**config.mk**
```make
export PLATFORM = sky130hd
export DESIGN_NAME = torus_seed_ctrl
export DESIGN_NICKNAME = d
export VERILOG_FILES = /design/src/rtl/torus_seed_ctrl.sv
export SDC_FILE = /design/constraint.sdc
export NUM_CORES = 1
export LEC_CHECK = 0
export CAP_MARGIN = 20
export CORE_MARGIN = 2
export CORE_UTILIZATION = 44
export DETAILED_ROUTE_END_ITERATION = 8
export GPL_ROUTABILITY_DRIVEN = 0
export REMOVE_ABC_BUFFERS = 1
export SYNTH_ARGS = -nofsm -noshare
export SYNTH_HDL_FRONTEND = slang
export SYNTH_SLANG_ARGS = --single-unit
```
**constraint.sdc**
```tcl
create_clock -name clk -period 4.8 [get_ports clk]
set_input_delay 0.96 -clock clk [delete_from_list [all_inputs] [get_ports clk]]
set_output_delay 0.96 -clock clk [all_outputs]
set_load 0.02 [all_outputs]
```
**src/rtl/torus_seed_ctrl.sv**
```systemverilog
// -----------------------------------------------------------------------------
// torus_seed_ctrl
//   Loads the torus cell array through its serial load chain and paces the
//   generation stepping afterwards.
//
//   A load shifts W*H bits into the array on seed/seed_ena. Each load takes
//   its bits from one of three sources: the on-chip LFSR, all zeros, or
//   torus_last fed back into the chain. Feeding torus_last back leaves the
//   array content unchanged. During that recirculation the bits leaving the
//   chain are also published on scan_bit/scan_valid. After any load, single
//   cycle life_step pulses are issued every STEP_DIV enabled cycles.
//
// Ports
//   clk, rst_n      clock, synchronous active-low reset
//   cmd_valid       load command request
//   cmd_ready       command can be accepted this cycle (low while loading)
//   cmd_mode        0 = LFSR random, 1/3 = clear, 2 = recirculate
//   run_en          enables generation stepping once running
//   torus_last      last cell of the array load chain
//   seed            serial seed bit (0 when not shifting)
//   seed_ena        array shift enable
//   life_step       generation step pulse
//   busy            high while a load is shifting
//   scan_bit        bit leaving the array (valid with scan_valid)
//   scan_valid      scan_bit qualifier, only during recirculation
//   gen_count       generations stepped since last random/clear load
// -----------------------------------------------------------------------------
module torus_seed_ctrl #(
    parameter int unsigned TORUS_WIDTH  = 32,
    parameter int unsigned TORUS_HEIGHT = 32,
    parameter int unsigned STEP_DIV     = 1000000,
    parameter logic [15:0] LFSR_SEED    = 16'hACE1
) (
    input  logic        clk,
    input  logic        rst_n,
    input  logic        cmd_valid,
    output logic        cmd_ready,
    input  logic [1:0]  cmd_mode,
    input  logic        run_en,
    input  logic        torus_last,
    output logic        seed,
    output logic        seed_ena,
    output logic        life_step,
    output logic        busy,
    output logic        scan_bit,
    output logic        scan_valid,
    output logic [15:0] gen_count
);

    localparam int unsigned CELLS   = TORUS_WIDTH * TORUS_HEIGHT;
    localparam int unsigned CNT_W   = (CELLS > 1) ? $clog2(CELLS) : 1;
    localparam int unsigned DIV_W   = (STEP_DIV > 1) ? $clog2(STEP_DIV) : 1;
    localparam int unsigned LFSR_W  = 16;
    localparam int unsigned GEN_W   = 16;

    localparam logic [CNT_W-1:0] CNT_LAST = CNT_W'(CELLS - 1);
    localparam logic [DIV_W-1:0] DIV_LAST = DIV_W'(STEP_DIV - 1);

    localparam logic [1:0] MODE_RANDOM = 2'd0;
    localparam logic [1:0] MODE_RECIRC = 2'd2;

    typedef enum logic [1:0] {
        ST_IDLE = 2'd0,
        ST_LOAD = 2'd1,
        ST_RUN  = 2'd2
    } state_t;

    state_t             state_q,     state_d;
    logic [1:0]         mode_q,      mode_d;
    logic [LFSR_W-1:0]  lfsr_q,      lfsr_d;
    logic [CNT_W-1:0]   cnt_q,       cnt_d;
    logic [DIV_W-1:0]   div_q,       div_d;
    logic [GEN_W-1:0]   gen_q,       gen_d;
    logic               seed_ena_q,  seed_ena_d;
    logic               life_step_q, life_step_d;

    logic               lfsr_fb;
    logic               cmd_accept;

    // Fibonacci taps for x^16+x^14+x^13+x^11+1 in a right-shifting register
    assign lfsr_fb    = lfsr_q[0] ^ lfsr_q[2] ^ lfsr_q[3] ^ lfsr_q[5];

    assign cmd_ready  = (state_q != ST_LOAD);
    assign cmd_accept = cmd_valid & cmd_ready;

    // Next-state and registered-output logic
    always_comb begin
        state_d     = state_q;
        mode_d      = mode_q;
        lfsr_d      = lfsr_q;
        cnt_d       = cnt_q;
        div_d       = div_q;
        gen_d       = gen_q;
        seed_ena_d  = seed_ena_q;
        life_step_d = 1'b0;

        case (state_q)
            ST_LOAD: begin
                // LFSR advances only on cycles that actually shift a random bit
                if (mode_q == MODE_RANDOM) begin
                    lfsr_d = {lfsr_fb, lfsr_q[LFSR_W-1:1]};
                end
                if (cnt_q == CNT_LAST) begin
                    state_d    = ST_RUN;
                    cnt_d      = '0;
                    div_d      = '0;
                    seed_ena_d = 1'b0;
                end else begin
                    cnt_d = cnt_q + CNT_W'(1);
                end
            end

            default: begin
                // A new command wins over a step falling on the same cycle
                if (cmd_accept) begin
                    state_d    = ST_LOAD;
                    mode_d     = cmd_mode;
                    cnt_d      = '0;
                    seed_ena_d = 1'b1;
                    if (cmd_mode != MODE_RECIRC) begin
                        gen_d = '0;
                    end
                end else if ((state_q == ST_RUN) && run_en) begin
                    if (div_q == DIV_LAST) begin
                        div_d       = '0;
                        life_step_d = 1'b1;
                        gen_d       = gen_q + GEN_W'(1);
                    end else begin
                        div_d = div_q + DIV_W'(1);
                    end
                end
            end
        endcase
    end

    // State and output registers
    always_ff @(posedge clk) begin
        if (!rst_n) begin
            state_q     <= ST_IDLE;
            mode_q      <= MODE_RANDOM;
            lfsr_q      <= LFSR_SEED;
            cnt_q       <= '0;
            div_q       <= '0;
            gen_q       <= '0;
            seed_ena_q  <= 1'b0;
            life_step_q <= 1'b0;
        end else begin
            state_q     <= state_d;
            mode_q      <= mode_d;
            lfsr_q      <= lfsr_d;
            cnt_q       <= cnt_d;
            div_q       <= div_d;
            gen_q       <= gen_d;
            seed_ena_q  <= seed_ena_d;
            life_step_q <= life_step_d;
        end
    end

    // Serial seed source; forced low outside a shift so the array sees clean zeros
    always_comb begin
        seed = 1'b0;
        if (seed_ena_q) begin
            case (mode_q)
                MODE_RANDOM: seed = lfsr_q[0];
                MODE_RECIRC: seed = torus_last;
                default:     seed = 1'b0;
            endcase
        end
    end

    assign seed_ena   = seed_ena_q;
    assign busy       = seed_ena_q;
    assign life_step  = life_step_q;
    assign gen_count  = gen_q;
    assign scan_bit   = torus_last;
    assign scan_valid = seed_ena_q & (mode_q == MODE_RECIRC);

endmodule

```
==> results of run 1 <==
==> metrics by stage <==
stage / area [um^2] / power (mW) / worst slack, ns
after floorplan: 3242 / 0.6528 / 2.400
after global placement: 3686 / 0.6888 / 1.455
after detailed placement: 3686 / 0.6899 / 1.393
after CTS: 3928 / 1.265 / 1.639
after global routing: 3928 / 1.309 / 1.525
final: 3928 / 1.252 / 1.649
==> cell families (layout without fill, tap and decap cells) <==
family | count (synthesis) | after routing | share of synthesized area [%]
flip-flops | 67 | 67 | 39.85
XOR/XNOR | 3 | 3 | 0.7808
AND/OR/NAND/NOR | 195 | 195 | 31.52
adder cells (fa/ha/maj) | 3 | 3 | 1.115
buffers and inverters | 36 | 64 | 5.353
AO/OA/AOI/OAI | 94 | 94 | 19.26
multiplexers | 7 | 7 | 2.119
==> path summary, 6_finish.rpt <==
check / from / endpoint / slack (ns) / depth (start not counted)
hold / removal: mode_q[0] / mode_q[0] / 0.45 / 2
setup reg to reg: state_q[0] / div_q[14] / 2.50 / 6
setup / recovery: torus_last / seed / 1.65 / 4
hold reg to reg: mode_q[0] / mode_q[0] / 0.45 / 2
==> final cells by class <==
| class | instances | area (um^2) |
|---|---|---|
| clock buffers | 11 | 141.4 |
| clock inverters | 5 | 100.1 |
| fillers | 694 | 3403 |
| inverters | 15 | 56.30 |
| multi-input cells | 302 | 1844 |
| flip-flops and latches | 67 | 1341 |
| well taps | 99 | 123.9 |
| repair buffers | 33 | 320.3 |
==> power by group through the flow <==
stage | Sequential, mW | Clock, mW | Combinational, mW
floorplan | 0.593 | 0 | 0.0595
global placement | 0.594 | 0 | 0.0945
detailed placement | 0.595 | 0 | 0.0953
CTS | 0.582 | 0.588 | 0.0954
global route | 0.584 | 0.618 | 0.107
finish | 0.582 | 0.576 | 0.0949
==> layer usage <==
metal / vias to the layer above / share of wire (%) / GRT usage, %
li1: 1529 / - / -
met1: 1394 / 51 / 27.11
met2: 52 / 45 / 31.00
met3: 9 / 3.0 / 3.734
met4: 0 / 1.4 / 8.712
met5: - / 0 / 0
==> registers in the layout (all words and copies together) (netlist names) <==
signal	cells
lfsr_q	16
gen_count	16
life_step	1
div_q	20
cnt_q	10
mode_q	2
state_q	2
==> placed cells by master (no fill, tap or decap), types with 3 or more instances in the layout <==
cell type        instances
nand4_1                  5
buf_4                    4
a21oi_1                 27
a21o_1                   6
nor3b_1                  3
inv_1                   14
nand2b_1                 5
clkbuf_8                10
mux2i_1                  6
a31oi_1                 10
ha_1                     3
bufinv_16                3
and3_1                  14
nor3_1                  12
o211ai_1                 5
nand3_1                 37
or4_1                    4
nor4_1                   5
and4_1                   4
a311oi_1                 5
nor2_1                  17
dfxtp_1                 67
nand2_1                 65
o31ai_2                  5
o21ai_0                 13
xnor2_1                  3
a211o_1                  8
clkdlybuf4s50_1         29
or3_1                    9
==> critical path: stages <==
cell and delay, ns:
clkdlybuf4s50_1 0.47, mux2i_1 0.07, nor2_1 0.09, clkdlybuf4s50_1 0.60
==> flow_summary.yaml, run 1 <==
global_route:
  grt_pass1_vias: 2835
  grt_max_degree: 25
  antenna_found_initial: 0
  grt_pass1_wl_um: 13700
  grtUsageTotal_pct: 20.02
  grt.overflow.total: 0
cts:
  htree_levels: 3
  clk-insertion-delay-late_ns: 0.34
  root_buffer: "clkbuf_8"
  ctsResizeCount: 0
  ctsHoldBuffers: 0
  numCtsBuffers: 9
  post-cts-setup-buffers: 0
  cts_tree: "done"
  numClockSinks: 67
  clk_pin_slew_worst_paths_ns: 0.07
  clk_path_buf_depth: 2
pwr:
  p_sw_share_pct: 22.92
  pwr-share-comb_pct: 7.6
  p_leak_nw: 1.485
  clkPwrFrac_pct: 46.0
  p_int_mw: 0.9652
  powerDensity_nw_per_um2: 318.9
  seq_power_share_pct: 46.5
  p_switching_mw: 0.2871
  peakVddDrop_mv: 0.1704
logic_synthesis:
  synth_ff_type: "dfxtp_1"
  synth-edff-count: 0
  ys_types: 57
  yosysTopAreaCell: "dfxtp_1"
  ys.warnings.count: 0
  yosys-top-cells-count: "dfxtp_1 (67), nand2_1 (65), nand3_1 (37)"
  async_flop_share_pct: 0
  netlist.area_leader.share_pct: 39.85
  avgSynthCellArea_um2: 8.310
  synth-seq-cells: 67
  synth_most_common_cell: "dfxtp_1"
  syn_inst: 405
  ys_seq_area_share_pct: 39.85
  netlist_area_um2: 3366
  synthTopCellsByArea: "dfxtp_1 (40%), nand2_1 (7.2%), nand3_1 (5.5%), a21oi_1 (4.0%), and3_1 (2.6%)"
die:
  dieArea_um2: 8365
  die_h_um: 91.46
  io_pins: 30
  rows: 31
  die_w_um: 91.46
  core_um2: 7331
  start_util_pct: 45.91
finish:
  finalCoreUtilization_pct: 53.58
  syn2layout_area_growth_pct: 16.69
  layout-drive-gt1-share_pct: 8.776
  diodes: 0
  fin_cells: 532
  nets: 438
timing:
  fin_crit_sh_pct: 65.65
  tightestPinTransition_ns: 1.031
  maxSlewViolCount: 0
  max_freq_mhz: 317.3
  setup_viol: 0
  rsz0062_at_grt: "false"
  hold_violations: 0
  whs_ns: 0.4476
  tns_ns: 0
  fin_skew_ns: 0.01011
  max_slew_margin_pct: 31.29
  fin_crit_ns: 3.151
placed_design:
  dp_cells: 516
  port_buffers: 29
  dpl.hpwl_um: 5169
route:
  avgViaCountPerCell: 5.609
  drtIter0Drc: 94
  wl_per_cell_um: 14.57
  drc_errors: 0
  drtPass1Iterations: 4
  wirelength_um: 7752
  vias: 2984
  drtAntennaViolNets: 0
worst_hold_path:
  min_path_type: "register to register"
critical_path:
  endpoint_kind: "primary output"
  cp.required_ns: 3.84
  worstPathMaxFanout: 2
  crit_type: "primary input to primary output"
  arrival_ns: 2.19
  cp-start-kind: "primary input"
status:
  status: "finished, final reports clean"
flow_run:
  maxCapViolCount: 0
Power figures use the tool's default switching activity.
==> run 2, diff against run 1 <==
--- a/config.mk
+++ b/config.mk
@@ -10,6 +10,7 @@
 export CORE_UTILIZATION = 44
 export DETAILED_ROUTE_END_ITERATION = 8
 export GPL_ROUTABILITY_DRIVEN = 0
+export PLACE_DENSITY = 0.66
 export REMOVE_ABC_BUFFERS = 1
 export SYNTH_ARGS = -nofsm -noshare
 export SYNTH_HDL_FRONTEND = slang
==> constraint.sdc (replaced) <==
create_clock -name clk -period 2.62 [get_ports clk]
set_input_delay 0.524 -clock clk [delete_from_list [all_inputs] [get_ports clk]]
set_output_delay 0.524 -clock clk [all_outputs]
set_load 0.02 [all_outputs]
==> flow_summary.yaml, run 2 (same netlist as run 1, synthesis figures left out) <==
status:
  status: "finished, final reports clean"
global_route:
  grt_pass1_wl_um: 13410
  grt_max_degree: 19
  antenna_found_initial: 0
  grtUsageTotal_pct: 19.50
  grt_pass1_vias: 2878
  grt.overflow.total: 0
timing:
  tns_ns: 0
  fin_crit_ns: 2.369
  fin_crit_sh_pct: 90.42
  rsz0062_at_grt: "false"
  maxSlewViolCount: 0
  hold_violations: 0
  fin_skew_ns: 0.008830
  tightestPinTransition_ns: 0.6800
  max_freq_mhz: 422.1
  setup_viol: 0
  max_slew_margin_pct: 54.57
  setup_slack_ns: 0.2511
route:
  wl_per_cell_um: 14.24
  vias: 3098
  drtPass1Iterations: 4
  avgViaCountPerCell: 5.695
  drtAntennaViolNets: 0
  drtIter0Drc: 135
  wirelength_um: 7749
  drc_errors: 0
die:
  core_um2: 7331
  die_h_um: 91.46
  io_pins: 30
  die_w_um: 91.46
  start_util_pct: 45.91
  dieArea_um2: 8365
  rows: 31
cts:
  root_buffer: "clkbuf_8"
  clk-insertion-delay-late_ns: 0.34
  clk_pin_slew_worst_paths_ns: 0.07
  clk_path_buf_depth: 2
  cts_tree: "done"
  post-cts-setup-buffers: 0
  ctsHoldBuffers: 0
  numCtsBuffers: 9
  ctsResizeCount: 0
  htree_levels: 3
  numClockSinks: 67
finish:
  largest_register_ffs: 20
  layout_common_cells: "dfxtp_1 (67), nand2_1 (65), nand3_1 (37), clkdlybuf4s50_1 (29), a21oi_1 (27)"
  diodes: 0
  layout-drive-gt1-share_pct: 11.24
  finalCoreUtilization_pct: 54.62
  nets: 450
  final_common_cell: "dfxtp_1"
  syn2layout_area_growth_pct: 18.96
  num-fill-cells: 693
  top_register: "div_q"
critical_path:
  crit_type: "register to primary output"
  r2r_start: "div_q[0]"
  crit_path_top_delay_cell: "clkdlybuf4s50_1"
  worstRegToRegCells: 6
  cp-start-kind: "register"
  worstPathMaxFanout: 16
  cp_num_buf_inv: 3
  path_cells: "nor2b_4 > inv_2 > buf_4 > clkdlybuf4s50_1"
  rrSetupSlack_ns: 0.48
  arrival_ns: 1.84
  timing.rr.end: "gen_count[10]"
  slowest_delay_ns: 0.55
  cp_top_family: "buffers and inverters"
  cp.required_ns: 2.10
  endpoint_kind: "primary output"
flow_run:
  maxCapViolCount: 0
worst_hold_path:
  holdPathStages: 2
  min_from: "lfsr_q[15]"
  min_path_type: "register to register"
  hold_end: "lfsr_q[14]"
pwr:
  p_leak_nw: 1.532
  powerDensity_nw_per_um2: 555.3
  total_power_mw: 2.223
  peakVddDrop_mv: 0.3135
placed_design:
  dpl.hpwl_um: 5490
  port_buffers: 29
  place_ws_ns: 0.1928
-- run 2: how the worst max path moves through the flow --
stage                          endpoint        from  cells after the start
after floorplan               div_q[14]  state_q[0]                      6
after global placement    gen_count[15]   cmd_valid                      6
after detailed placement   gen_count[9]   cmd_valid                      6
after CTS                     cmd_ready  state_q[0]                      4
after global routing          cmd_ready  state_q[0]                      4
final                         cmd_ready  state_q[0]                      4
-- run 2: cell type report --
cell class | instances | area (um^2) | share of cell area [%]
inverter | 15 | 56.30 | 1.406
tap | 99 | 123.9 | 3.094
timing repair buffer | 45 | 410.4 | 10.25
clock buffer | 12 | 155.1 | 3.875
multi-input combinational | 302 | 1844 | 46.06
clock inverter | 4 | 72.57 | 1.812
sequential | 67 | 1341 | 33.50
-- run 2: worst register-to-register path: cells and delay by family (launching register included) --
family / cells / cell delay (ns)
flops: 1 / 0.38
compound gates: 1 / 0.36
simple gates: 4 / 1.06
fa+ha+maj: 1 / 0.23
-- run 2: power by group --
part	leakage [nW]	switching [mW]	internal (mW)
clock	0.113	0.388	0.587
sequential	0.544	0.0194	1.05
combinational	0.876	0.110	0.0734
-- run 2: stage by stage --
stage                     hold WS, ns  instance area, um^2  std cells
after floorplan                0.4312                 3242        384
after global placement         0.4417                 3776        528
after detailed placement       0.4488                 3776        528
after CTS                      0.4574                 4004        544
after global routing           0.4871                 4004        544
final                          0.4550                 4004        544
-- run 2: routing by layer --
layer / global-route usage, % / part of all wire, % / up-vias / routed length [um]
met4: 8.333 / 1.6 / 0 / 127
met5: 0 / 0 / - / 0
met3: 4.398 / 4.1 / 12 / 318
met1: 25.17 / 48 / 1466 / 3685
met2: 31.19 / 47 / 67 / 3618
li1: - / - / 1553 / -
==> run 3, diff against run 2 <==
==> constraint.sdc (replaced) <==
create_clock -name clk -period 2.62 [get_ports clk]
set_input_delay 0.524 -clock clk [delete_from_list [all_inputs] [get_ports clk]]
set_output_delay 0.524 -clock clk [all_outputs]
set_load 0.1 [all_outputs]
==> flow_summary.yaml, run 3 (same netlist as run 1, synthesis figures left out) <==
cts:
  numCtsBuffers: 9
  htree_levels: 3
  cts_tree: "done"
  root_buffer: "clkbuf_8"
  numClockSinks: 67
  clk_pin_slew_worst_paths_ns: 0.08
  ctsResizeCount: 0
  ctsHoldBuffers: 0
  post-cts-setup-buffers: 0
  clk_path_buf_depth: 2
  clk-insertion-delay-late_ns: 0.34
die:
  die_h_um: 91.46
  start_util_pct: 45.91
  core_um2: 7331
  io_pins: 30
  dieArea_um2: 8365
  rows: 31
  die_w_um: 91.46
worst_hold_path:
  min_path_type: "register to register"
route:
  wirelength_um: 7542
  drtAntennaViolNets: 0
  wl_per_cell_um: 13.92
  drtPass1Iterations: 4
  avgViaCountPerCell: 5.509
  drtIter0Drc: 123
  drc_errors: 0
  vias: 2986
critical_path:
  rrSetupSlack_ns: 0.52
  cp_top_family: "simple AND/OR/NAND/NOR gates"
  cp-start-kind: "register"
  endpoint_kind: "register"
  cp_num_buf_inv: 0
  arrival_ns: 2.34
  crit_path_top_delay_cell: "and3_1"
  crit_type: "register to register"
  path_cells: "ha_1 > nand3_2 > nor2_1 > nand4_1 > and3_1 > a211o_1"
  slowest_delay_ns: 0.42
  worstPathMaxFanout: 14
  cp.required_ns: 2.86
global_route:
  grtUsageTotal_pct: 19.21
  antenna_found_initial: 0
  grt_pass1_wl_um: 13130
  grt.overflow.total: 0
  grt_max_degree: 20
  grt_pass1_vias: 2843
timing:
  max_freq_mhz: 475.3
  maxSlewViolCount: 0
  tightestPinTransition_ns: 0.7367
  whs_ns: 0.4561
  rsz0062_at_grt: "false"
  fin_crit_sh_pct: 80.30
  hold_violations: 0
  max_slew_margin_pct: 50.78
  setup_viol: 0
  fin_skew_ns: 0.006747
  fin_crit_ns: 2.104
  tns_ns: 0
finish:
  finalCoreUtilization_pct: 53.34
  top_register: "div_q"
  final_common_cell: "dfxtp_1"
  layout_common_cells: "dfxtp_1 (67), nand2_1 (65), nand3_1 (37), buf_4 (34), a21oi_1 (27)"
  layout-drive-gt1-share_pct: 16.25
  syn2layout_area_growth_pct: 16.17
  num-fill-cells: 706
  nets: 448
  largest_register_ffs: 20
  final_area_um2: 3910
  diodes: 0
placed_design:
  placed_area_um2: 3741
  port_buffers: 29
  dpl.hpwl_um: 5349
pwr:
  p_int_mw: 1.461
  total_power_mw: 2.034
  seq_power_share_pct: 52.4
  p_sw_share_pct: 28.15
  powerDensity_nw_per_um2: 520.1
  peakVddDrop_mv: 0.2372
  p_switching_mw: 0.5725
  clkPwrFrac_pct: 36.5
  pwr-share-comb_pct: 11.0
  p_leak_nw: 1.542
flow_run:
  maxCapViolCount: 0
status:
  status: "finished, final reports clean"
run 3: cell count changes in the layout (fill, tap and decap cells not counted):
| cell | change |
|---|---|
| buf_12 | +3 |
| buf_4 | +18 |
| clkbuf_8 | -2 |
| bufinv_16 | -2 |
| clkinv_2 | +2 |
| clkdlybuf4s50_1 | -23 |
| clkbuf_1 | -1 |
| clkinvlp_4 | +3 |
run 3: worst paths after layout:
check,start,end,cells after the start
setup reg to reg,div_q[0],gen_count[11],6
hold reg to reg,lfsr_q[10],lfsr_q[9],2
setup / recovery,div_q[0],gen_count[11],6
hold / removal,lfsr_q[10],lfsr_q[9],2
run 3: routing by layer:
metal | part of all wire, % | track usage (%) | vias to the layer above
met5 | 0 | 0 | -
met4 | 1.4 | 6.439 | 0
met3 | 3.1 | 5.477 | 8
met2 | 47 | 31.13 | 40
met1 | 49 | 24.47 | 1392
li1 | - | - | 1546
run 3: power groups by stage:
| stage | clock network (mW) | logic (mW) | registers [mW] |
|---|---|---|---|
| after floorplan | 0 | 0.127 | 1.10 |
| after global placement | 0 | 0.222 | 1.09 |
| after detailed placement | 0 | 0.226 | 1.09 |
| after CTS | 0.768 | 0.226 | 1.07 |
| after global routing | 0.811 | 0.247 | 1.07 |
| final | 0.743 | 0.225 | 1.07 |
run 3: final cells by class:
type	instances	area (um^2)	share of cell area, %
clock buffer	9	123.9	3.168
clock inverter	7	45.04	1.152
timing repair buffer	43	375.4	9.600
inverter	15	56.30	1.440
sequential	67	1341	34.30
multi-input combinational	302	1844	47.17
tap	99	123.9	3.168
run 3: metrics by stage:
stage                     cells  setup WS [ns]
after detailed placement    526         0.2078
after floorplan             384         -1.110
after CTS                   542         0.4990
after global placement      526         0.2716
after global routing        542         0.2910
final                       542         0.5161
run 3: worst reg2reg max path, stage by stage, from the launching register on:
cell,delay (ns)
dfxtp_1,0.38
ha_1,0.23
nand3_2,0.15
nor2_1,0.26
nand4_1,0.20
and3_1,0.42
a211o_1,0.37
